[src/rtl/dff_stream_deframer.sv]
// dff_stream_deframer
//
// Consumes the one-bit-per-cycle output of the upstream D flip-flop stage.
// It hunts for a sync word, then turns the FRAME_WORDS data words that follow
// into parallel words with a one-cycle valid strobe. It also keeps a
// saturating count of completed frames.
//
// Ports:
//   clock_i        sole clock, rising edge
//   reset_i        asynchronous active-high reset
//   bit_i          serial data bit, MSB of each word first
//   enable_i       bit_i is sampled only on edges where this is 1
//   word_o         last assembled data word, held between strobes
//   word_valid_o   one-cycle strobe, word_o is new
//   locked_o       1 while inside a frame (after sync, before last word)
//   frame_done_o   one-cycle strobe alongside the last word of a frame
//   frame_count_o  completed frames, saturating at all-ones
module dff_stream_deframer #(
  parameter int                WIDTH       = 8,
  parameter logic [WIDTH-1:0]  SYNC_WORD   = WIDTH'(8'hA5),
  parameter int                FRAME_WORDS = 4,
  parameter int                CNT_W       = 16
) (
  input  logic              clock_i,
  input  logic              reset_i,
  input  logic              bit_i,
  input  logic              enable_i,
  output logic [WIDTH-1:0]  word_o,
  output logic              word_valid_o,
  output logic              locked_o,
  output logic              frame_done_o,
  output logic [CNT_W-1:0]  frame_count_o
);

  localparam int BC_W = $clog2(WIDTH);
  localparam int WI_W = (FRAME_WORDS > 1) ? $clog2(FRAME_WORDS) : 1;
  localparam logic [BC_W-1:0] BIT_LAST  = BC_W'(WIDTH - 1);
  localparam logic [WI_W-1:0] WORD_LAST = WI_W'(FRAME_WORDS - 1);

  typedef enum logic {
    HUNT   = 1'b0,
    LOCKED = 1'b1
  } state_t;

  state_t            state_reg, state_next;
  logic [WIDTH-1:0]  sh_reg, sh_next;
  logic [WIDTH-1:0]  word_reg, word_next;
  logic [BC_W-1:0]   bit_cnt_reg, bit_cnt_next;
  logic [WI_W-1:0]   word_idx_reg, word_idx_next;
  logic              valid_reg, valid_next;
  logic              done_reg, done_next;
  logic              locked_reg, locked_next;
  logic [CNT_W-1:0]  count_reg, count_next;

  // Shift register value after this edge's bit is taken in. Both the sync
  // compare and the word capture look at it so the decision is made on the
  // same edge that samples the last bit.
  logic [WIDTH-1:0]  shifted;
  assign shifted = {sh_reg[WIDTH-2:0], bit_i};

  always_ff @(posedge clock_i or posedge reset_i) begin
    if (reset_i) begin
      state_reg    <= HUNT;
      sh_reg       <= '0;
      word_reg     <= '0;
      bit_cnt_reg  <= '0;
      word_idx_reg <= '0;
      valid_reg    <= 1'b0;
      done_reg     <= 1'b0;
      locked_reg   <= 1'b0;
      count_reg    <= '0;
    end else begin
      state_reg    <= state_next;
      sh_reg       <= sh_next;
      word_reg     <= word_next;
      bit_cnt_reg  <= bit_cnt_next;
      word_idx_reg <= word_idx_next;
      valid_reg    <= valid_next;
      done_reg     <= done_next;
      locked_reg   <= locked_next;
      count_reg    <= count_next;
    end
  end

  always_comb begin
    state_next    = state_reg;
    sh_next       = sh_reg;
    word_next     = word_reg;
    bit_cnt_next  = bit_cnt_reg;
    word_idx_next = word_idx_reg;
    valid_next    = 1'b0;
    done_next     = 1'b0;
    locked_next   = locked_reg;
    count_next    = count_reg;

    if (enable_i) begin
      sh_next = shifted;
      case (state_reg)
        HUNT: begin
          if (shifted == SYNC_WORD) begin
            state_next    = LOCKED;
            bit_cnt_next  = '0;
            word_idx_next = '0;
          end
        end
        LOCKED: begin
          // Sync-like data inside a frame is deliberately not examined here.
          if (bit_cnt_reg == BIT_LAST) begin
            word_next     = shifted;
            valid_next    = 1'b1;
            bit_cnt_next  = '0;
            word_idx_next = word_idx_reg + 1'b1;
            if (word_idx_reg == WORD_LAST) begin
              done_next     = 1'b1;
              state_next    = HUNT;
              // The cleared shift register lets the next sync start with the
              // very next sampled bit, with no stale frame bits in it.
              sh_next       = '0;
              word_idx_next = '0;
              if (count_reg != '1) begin
                count_next = count_reg + 1'b1;
              end
            end
          end else begin
            bit_cnt_next = bit_cnt_reg + 1'b1;
          end
        end
        default: begin
          state_next = HUNT;
        end
      endcase
      // locked_o follows the state being entered. It rises right after the
      // last sync bit and falls together with the final word strobe.
      locked_next = (state_next == LOCKED);
    end
  end

  assign word_o        = word_reg;
  assign word_valid_o  = valid_reg;
  assign locked_o      = locked_reg;
  assign frame_done_o  = done_reg;
  assign frame_count_o = count_reg;

endmodule

[config.mk]
export PLATFORM = sky130hd
export DESIGN_NAME = dff_stream_deframer
export DESIGN_NICKNAME = d
export VERILOG_FILES = /design/src/rtl/dff_stream_deframer.sv
export SDC_FILE = /design/constraint.sdc
export NUM_CORES = 1
export LEC_CHECK = 0
export ABC_AREA = 1
export ABC_CLOCK_PERIOD_IN_PS = 1800
export BUFFER_PORTS_ARGS = -buffer_cell sky130_fd_sc_hd__buf_4
export CORE_MARGIN = 5
export CORE_UTILIZATION = 30
export DETAILED_ROUTE_END_ITERATION = 10
export GPL_TIMING_DRIVEN = 0
export PLACE_DENSITY = 0.47
export SLEW_MARGIN = 20
export SYNTH_ARGS = -nofsm -noshare
export SYNTH_HDL_FRONTEND = slang
export SYNTH_SLANG_ARGS = --single-unit
[constraint.sdc]
create_clock -name clock_i -period 1.8 [get_ports clock_i]
set_input_delay 0.09 -clock clock_i [delete_from_list [all_inputs] [get_ports clock_i]]
set_output_delay 0.09 -clock clock_i [all_outputs]
set_load 0.01 [all_outputs]
### Word-level counts from Yosys, hierarchy flattened

Index checks and enable logic that the tools add are counted.

* bits in registers: 39
* input port bits: 4
* output and inout bits: 27
* logic and storage cells: 43

* $add $sub $neg: 3
* equal/unequal tests: 6
* multiplexer cells: 21
* bitwise operators: 1
* reductions and logical operators: 4

Operator list (count)
* 2-to-1 mux 7 bit: 3
* adder 16 x 1 -> 16 bit, second input constant: 1
* inequality test 16 bit, second input constant: 1
* 2-to-1 mux 1 bit: 10
* equality test 8 bit, second input constant: 1
* 2-to-1 mux 2 bit: 3
* 2-to-1 mux 3 bit: 2
* one-hot mux 3 bit (2 select lines): 1
* AND reduction 3 bit: 2
* AND reduction 5 bit: 1
* one-hot mux 2 bit (2 select lines): 1
* adder 3 x 1 -> 3 bit, second input constant: 1
* equality test 3 bit, second input constant: 1
* adder 2 x 1 -> 2 bit, second input constant: 1
* equality test 2 bit, second input constant: 1
* inequality test 2 x 1 -> 1 bit, second input constant: 1
* inequality test 2 bit, second input constant: 1
* one-hot mux 1 bit (2 select lines): 1
* AND reduction 2 bit: 1
* inverter 1 bit: 1

### Longest topological paths before layout

Gate-level depths: netlist of the first run.

* depth after elaboration: 5
* gate-level depth with buffers: 9
* gate-level depth less buffers: 9

### Least setup slack after synthesis of the first run

OpenSTA, ideal clock, no wires.

* path kind: register to register
* from: reg count_reg[0] (netlist: frame_count_o[0])
* to: reg count_reg[3] (netlist: frame_count_o[3])
* data arrival time: 1360 ps
* setup slack: 322 ps
* stages on the path, launching flop included: 10
* clock period less this slack: 1478 ps
* cells stage by stage: dfrtp_1 > ha_1 > nand3_2 > inv_1 > nand2_1 > nor2_1 > nor2_2 > buf_6 > nand2_2 > o21ai_2

* word-level cells in the longest chain between the ends: 2
* elaborated cells between the ends (all ways): 3
* classes of those cells: 1 x add/sub; 1 x eq/ne; 1 x reduce/logical

Ends and longest elaborated chain
* start: declaration: line 53 `logic [CNT_W-1:0] count_reg, count_next;`
* start signal: assignment: line 81 `count_reg <= count_next;`
* parallel branches: the longest is 2 deep, another holds adder 16 x 1 -> 16 bit

Several ways; the timed one is not identified.
A chain may end at the register's enable or synchronous reset.

### Worst setup path after layout of the first run

* from: reg bit_cnt_reg[1]
* to: reg count_reg[0] (netlist: frame_count_o[0])

* word-level cells in the longest chain between the ends: 2

Ends and longest elaborated chain
* start: declaration: line 48 `logic [BC_W-1:0] bit_cnt_reg, bit_cnt_next;`
* start signal: assignment: line 76 `bit_cnt_reg <= bit_cnt_next;`
* equality test 3 bit: line 108 `if (bit_cnt_reg == BIT_LAST) begin`
* AND reduction 5 bit (no source line)

No other way between the ends.

==> results of run 1 <==
-- through the flow --
step / std cells / power (uW)
2_1_floorplan: 261 / 1550
3_3_place_gp: 371 / 1820
3_5_place_dp: 372 / 1840
4_1_cts: 381 / 2750
5_1_grt: 384 / 2930
6_report: 384 / 2720
-- worst max path at each step --
stage | startpoint | depth (start not counted) | to
after floorplan | frame_count_o[0]$_DFFE_PP0P_ | 9 | frame_count_o[3]$_DFFE_PP0P_
after global placement | reset_i | 2 | sh_reg[2]$_DFFE_PP0P_
after detailed placement | bit_cnt_reg[0]$_DFFE_PP0P_ | 5 | word_o[1]$_DFFE_PP0P_
after CTS | bit_cnt_reg[0]$_DFFE_PP0P_ | 5 | word_o[1]$_DFFE_PP0P_
after global routing | bit_cnt_reg[1]$_DFFE_PP0P_ | 9 | frame_count_o[3]$_DFFE_PP0P_
final | bit_cnt_reg[1]$_DFFE_PP0P_ | 9 | frame_count_o[0]$_DFFE_PP0P_
-- critical path: stages, from the launching register on --
cell and delay [ps]:
dfrtp_1 370, ha_1 190, ha_1 170, nand2_1 130, nor2_8 200, inv_2 70, nor2_4 150, clkbuf_4 210
nand2_1 60, nand2_1 50
-- kinds of logic (layout without fill, tap and decap cells) --
group | Yosys count | count (layout) | share of synthesized area [%]
fa+ha+maj | 6 | 6 | 3.64
flops | 39 | 39 | 47.4
buf+inv | 33 | 76 | 6.74
compound gates | 28 | 28 | 7.71
simple gates | 148 | 148 | 31.5
mux | 1 | 1 | 0.546
xor+xnor | 6 | 6 | 2.55
-- synthesized netlist by cell type, types with 2 or more instances --
| library cell | n | area, um^2 |
|---|---|---|
| buf_6 | 2 | 22.5 |
| clkbuf_1 | 3 | 11.3 |
| dfrtp_1 | 39 | 976 |
| ha_1 | 6 | 75.1 |
| inv_1 | 26 | 97.6 |
| nand2_1 | 90 | 338 |
| nand2_2 | 4 | 25.0 |
| nand3_1 | 16 | 80.1 |
| nand3b_1 | 2 | 15.0 |
| nand4_1 | 6 | 37.5 |
| nor2_1 | 22 | 82.6 |
| nor2_2 | 3 | 18.8 |
| nor3_1 | 2 | 10.0 |
| o21ai_0 | 19 | 95.1 |
| o21ai_2 | 4 | 35.0 |
| o22ai_1 | 3 | 18.8 |
| xnor2_1 | 4 | 35.0 |
| xor2_1 | 2 | 17.5 |
-- report_power, final --
group / total, uW / switching, uW / internal, uW / leakage (uW)
combinational: 638 / 333 / 305 / 0.000720
sequential: 1190 / 135 / 1050 / 0.000501
clock: 894 / 341 / 553 / 0.0000644
total: 2720 / 809 / 1910 / 0.00129
-- final cells by class --
| class | instances | area share (%) |
|---|---|---|
| Buffer | 5 | 1.36 |
| Clock inverter | 3 | 2.62 |
| Clock buffer | 5 | 2.66 |
| Multi-Input combinational cell | 189 | 36.8 |
| Timing Repair Buffer | 35 | 10.8 |
| Tap cell | 80 | 3.88 |
| Inverter | 28 | 4.07 |
| Sequential cell | 39 | 37.8 |
-- layer usage --
layer / global-route usage (%) / part of all wire, %
met2: 21.2 / 48
met4: 4.03 / 0.94
met1: 15.4 / 48
met3: 2.92 / 3.3
met5: 0 / 0
-- repair_timing --
item	CTS	global route
setup buffers	0	2
endpoints found under the hold margin	39	0
resized for setup	0	5
endpoints found under the setup margin	0	11
hold buffers	1	0
==> flow_summary_export.csv, run 1 <==
group,metric,value,unit
run_status,status,"completed",
min_path,hp-start,"bit_i",
sta,layout_setup_ws,139,ps
grt,grt-ovfl-total,0,
layout,syn_to_final_growth,25.3,%
clock_network,cts_sinks,39,
yosys,synth_cells,261,
grt,grt_pass1_wl,8480,um
place,postPlaceCellArea,2410,um^2
place,place_congestion,0.769,
yosys,synth-seq-cells,39,
critical_path,cp_data_arrival_time,1900,ps
drt,ant_nets,0,
place,dpl_worst_slack,114,ps
sta,fmax,602,MHz
drt,initialDrtViolationCount,49,
sta,tightest_slew,470,ps
sta,slew_headroom,68.6,%
floorplanning,dieArea,8630,um^2
yosys,ys_seq_area_share,47.4,%
critical_path,cp.required,2030,ps
clock_network,cts.clk_slew.worst_paths,80,ps
floorplanning,io_pins,31,
power_and_ir_drop,peakVddDrop,0.529,mV
yosys,syn_nets,271,
min_path,worstHoldEndpoint,"word_o[0]$_DFFE_PP0P_",
layout,seq_area,977,um^2
sta,slew_viol_final,0,
yosys,synth_area,2060,um^2
sta,tns,0,ps
critical_path,startpoint_type,"flip-flop",
sta,holdWs,91.8,ps
layout,multi_input_area,951,um^2
sta,hold_viol,0,
yosys,async_reset_ff_share,100,%
sta,rsz0062_at_grt,"false",
layout,final_common_cell,"nand2_1",
yosys,synth_cell_types,26,
grt,antenna_found_initial,0,
grt,grt_pass1_vias,1795,
critical_path,reg2reg_to,"frame_count_o[0]$_DFFE_PP0P_",
clock_network,cts_buffers,5,
clock_network,clock_path_buffers,2,
critical_path,r2r_cells,9,
yosys,yosysWarnings,0,
clock_network,cts_max_level,2,
layout,fin_nets,313,
flow_run,maxCapViolCount,0,
floorplanning,row_count,30,
place,hpwl,3570,um
min_path,hold_path_depth,3,
clock_network,cts_root_buf,"clkbuf_8",
floorplanning,start_util,30.5,%
sta,finalClockSkew,4.77,ps
layout,layout_common_cells,"nand2_1 (90), dfrtp_1 (38), buf_4 (32), inv_1 (25), nor2_1 (22)",
layout,largest_reg_flops,16,
floorplanning,coreArea,6760,um^2
clock_network,insertion_delay,290,ps
yosys,synth_edf_count,0,
drt,avgRoutedWirePerCell,12.7,um
place,portBuffers,30,
drt,drc,0,
yosys,ys.flop_type,"dfrtp_1",
layout,antenna_cells,0,
drt,vias_per_cell,4.60,
power_and_ir_drop,leakage,0.00129,uW
clock_network,cts_tree,"done",
critical_path,crit_fanout,8,
critical_path,rr_startpoint,"bit_cnt_reg[1]$_DFFE_PP0P_",
sta,period_minus_slack,1660,ps
yosys,syn_area_per_cell,7.90,um^2
layout,fin_area,2580,um^2
sta,post-route-period-util,92.3,%
floorplanning,dieWidth,92.9,um
drt,num_vias,1768,
layout,drive_gt1_share,20.7,%
layout,utilization,38.2,%
critical_path,critPathCaptureType,"flip-flop",
floorplanning,chipHeight,92.9,um
grt,grt_usage,12.4,%
sta,finalSetupViolCount,0,
layout,fillers,723,
grt,grt_max_degree,32,
drt,dr.pass1.iters,4,
power_and_ir_drop,p_per_area,1050,nW/um^2
critical_path,path_class,"flip-flop to flip-flop",
drt,finalWirelength,4880,um
min_path,hp-class,"input pin to flip-flop",
critical_path,ff2ff_setup_slack,140,ps
No activity file was read; power rests on OpenSTA's default activity.
==> inputs of run 2 (changes only) <==
--- a/config.mk
+++ b/config.mk
@@ -5,14 +5,13 @@
 export SDC_FILE = /design/constraint.sdc
 export NUM_CORES = 1
 export LEC_CHECK = 0
-export ABC_AREA = 1
 export ABC_CLOCK_PERIOD_IN_PS = 1800
 export BUFFER_PORTS_ARGS = -buffer_cell sky130_fd_sc_hd__buf_4
 export CORE_MARGIN = 5
 export CORE_UTILIZATION = 30
 export DETAILED_ROUTE_END_ITERATION = 10
 export GPL_TIMING_DRIVEN = 0
-export PLACE_DENSITY = 0.47
+export PLACE_DENSITY = 0.48
 export SLEW_MARGIN = 20
 export SYNTH_ARGS = -nofsm -noshare
 export SYNTH_HDL_FRONTEND = slang
==> flow_summary_export.csv, run 2 <==
group,metric,value,unit
sta,finalSetupViolCount,0,
grt,grt-ovfl-total,0,
drt,finalWirelength,3700,um
sta,layout_setup_ws,101,ps
clock_network,cts.clk_slew.worst_paths,80,ps
place,portBuffers,30,
layout,fin_nets,214,
layout,antenna_cells,0,
place,place_congestion,0.803,
grt,grt_max_degree,25,
min_path,worstHoldEndpoint,"sh_reg[0]$_DFFE_PP0P_",
drt,highest_layer,"met4",
sta,slew_headroom,61.5,%
floorplanning,row_count,27,
drt,met1_length,1690,um
drt,initialDrtViolationCount,37,
critical_path,critPathCaptureType,"flip-flop",
floorplanning,start_util,31.3,%
clock_network,clock_path_buffers,2,
sta,period_minus_slack,1700,ps
yosys,ys_top_cells_by_area,"dfrtp_1 (56%), xor2_1 (7.0%), o21ai_0 (5.1%)",
clock_network,cts_tree,"done",
power_and_ir_drop,peakVddDrop,0.312,mV
critical_path,r2r_cells,6,
grt,antenna_found_initial,0,
yosys,syn_area_per_cell,10.8,um^2
yosys,yosysTopAreaCell,"dfrtp_1",
power_and_ir_drop,leakage,0.00115,uW
place,hpwl,2710,um
drt,num_vias,1296,
run_status,status,"completed",
yosys,synth_cells,162,
drt,ant_nets,0,
clock_network,insertion_delay,290,ps
critical_path,cp_data_arrival_time,1920,ps
layout,largest_reg_flops,16,
layout,utilization,40.5,%
power_and_ir_drop,p_per_area,828,nW/um^2
floorplanning,chipHeight,86.5,um
yosys,yosysWarnings,0,
drt,avgRoutedWirePerCell,13.4,um
drt,wl_met2,1790,um
min_path,hp-start,"bit_i",
drt,vias_per_cell,4.68,
floorplanning,dieArea,7480,um^2
sta,slew_viol_final,0,
yosys,synth_cell_types,32,
sta,fmax,589,MHz
drt,dr.pass1.iters,4,
critical_path,rr_startpoint,"bit_cnt_reg[0]$_DFFE_PP0P_",
sta,finalClockSkew,8.83,ps
min_path,hold_path_depth,3,
layout,fillers,581,
place,postPlaceCellArea,2090,um^2
place,dpl_worst_slack,-93.5,ps
critical_path,path_class,"flip-flop to flip-flop",
floorplanning,io_pins,31,
critical_path,reg2reg_to,"frame_count_o[12]$_DFFE_PP0P_",
yosys,yosysTopAreaCellShare,55.6,%
critical_path,ff2ff_setup_slack,100,ps
sta,post-route-period-util,94.4,%
yosys,synth.most_common_cell,"dfrtp_1",
drt,drc,0,
critical_path,startpoint_type,"flip-flop",
layout,seq_area,976,um^2
floorplanning,coreArea,5610,um^2
layout,syn_to_final_growth,29.5,%
layout,multi_input_area,772,um^2
layout,final_common_cell,"dfrtp_1",
min_path,hp-class,"input pin to flip-flop",
layout,layout_common_cells,"dfrtp_1 (39), buf_4 (33), nand2_1 (19), o21ai_0 (18), xor2_1 (14)",
yosys,synth_edf_count,0,
clock_network,cts_sinks,39,
yosys,synth-seq-cells,39,
clock_network,cts_root_buf,"clkbuf_8",
floorplanning,dieWidth,86.5,um
yosys,synth_area,1750,um^2
grt,grt_usage,10.6,%
yosys,ys_seq_area_share,55.6,%
yosys,syn_nets,172,
clock_network,cts_max_level,2,
yosys,ys_top_cells_by_count,"dfrtp_1 (39), nand2_1 (19), o21ai_0 (18), inv_1 (14), xor2_1 (14)",
grt,grt_pass1_wl,6330,um
clock_network,cts_buffers,5,
critical_path,cp.required,2020,ps
layout,drive_gt1_share,27.3,%
sta,hold_viol,0,
layout,fin_area,2270,um^2
critical_path,crit_fanout,4,
drt,met3_length,154,um
sta,tightest_slew,575,ps
yosys,ys.flop_type,"dfrtp_1",
flow_run,maxCapViolCount,0,
yosys,async_reset_ff_share,100,%
grt,grt_pass1_vias,1326,
-- run 2: cell types whose count changed in the layout (fill, tap and decap cells not counted), sizes merged, moves of 4 or more --
cell and change:
nor2 -21, nor4 +7, xor2 +12, nand2 -76
nand3 -13, o21ai -6, nor3 +4, inv -13
-- run 2: area by class of cell --
type	instances	share of cell area, %
Multi-Input combinational cell	105	34.0
Inverter	14	2.31
Clock buffer	7	3.36
Sequential cell	39	43.0
Clock inverter	1	0.220
Tap cell	72	3.96
Timing Repair Buffer	35	12.2
Buffer	4	0.991
-- run 2: critical path, cell delays in order (launching register included) --
cell     delay (ps)
dfrtp_1         380
ha_2            220
ha_4            160
nand4_4         110
or3_4           430
nor3b_2         180
xor2_1          160
-- run 2: kinds of logic (layout without fill, tap and decap cells) --
| kind of cell | count (synthesis) | in the layout | share of synthesized area (%) |
|---|---|---|---|
| buf+inv | 18 | 61 | 3.92 |
| flops | 39 | 39 | 55.6 |
| simple gates | 57 | 57 | 19.0 |
| xor+xnor | 15 | 15 | 7.49 |
| fa+ha+maj | 6 | 6 | 4.28 |
| compound gates | 24 | 24 | 7.70 |
| mux | 3 | 3 | 1.93 |
-- run 2: worst max path at each step --
stage / startpoint / end / slack [ps] / cells past startpoint
after floorplan: bit_cnt_reg[0]$_DFFE_PP0P_ / frame_count_o[10]$_DFFE_PP0P_ / 80 / 6
after global placement: bit_cnt_reg[0]$_DFFE_PP0P_ / frame_count_o[15]$_DFFE_PP0P_ / -80 / 7
after detailed placement: bit_cnt_reg[0]$_DFFE_PP0P_ / frame_count_o[14]$_DFFE_PP0P_ / -90 / 6
after CTS: bit_cnt_reg[0]$_DFFE_PP0P_ / frame_count_o[14]$_DFFE_PP0P_ / 40 / 6
after global routing: bit_cnt_reg[0]$_DFFE_PP0P_ / frame_count_o[12]$_DFFE_PP0P_ / -2 / 6
final: bit_cnt_reg[0]$_DFFE_PP0P_ / frame_count_o[12]$_DFFE_PP0P_ / 100 / 6
-- run 2: routing by layer --
layer / vias up / global-route usage, %
met3: 8 / 3.04
met5: - / 0
li1: 642 / -
met2: 20 / 17.0
met1: 626 / 13.5
met4: 0 / 4.25
-- run 2: per-stage QoR --
step | power (uW) | hold slack, ps | setup TNS, ps | std cells
detailed placement | 1300 | 96.3 | -474 | 265
finish | 1880 | 45.2 | 0 | 277
floorplan | 1210 | 207 | 0 | 162
global route | 2010 | 42.4 | -1.50 | 277
CTS | 1890 | 44.4 | 0 | 277
global placement | 1270 | 332 | -316 | 264
-- run 2: repair_timing --
item	4_1_cts	5_1_grt
gates resized for setup	5	7
hold buffers	1	0
pin swaps	2	2
setup endpoints to repair	14	18
hold endpoints to repair	15	0
setup buffers	3	0
-- run 2: where the power goes --
part	switching [uW]	internal [uW]
combinational	147	128
sequential	75.4	956
clock	302	272
total	524	1360
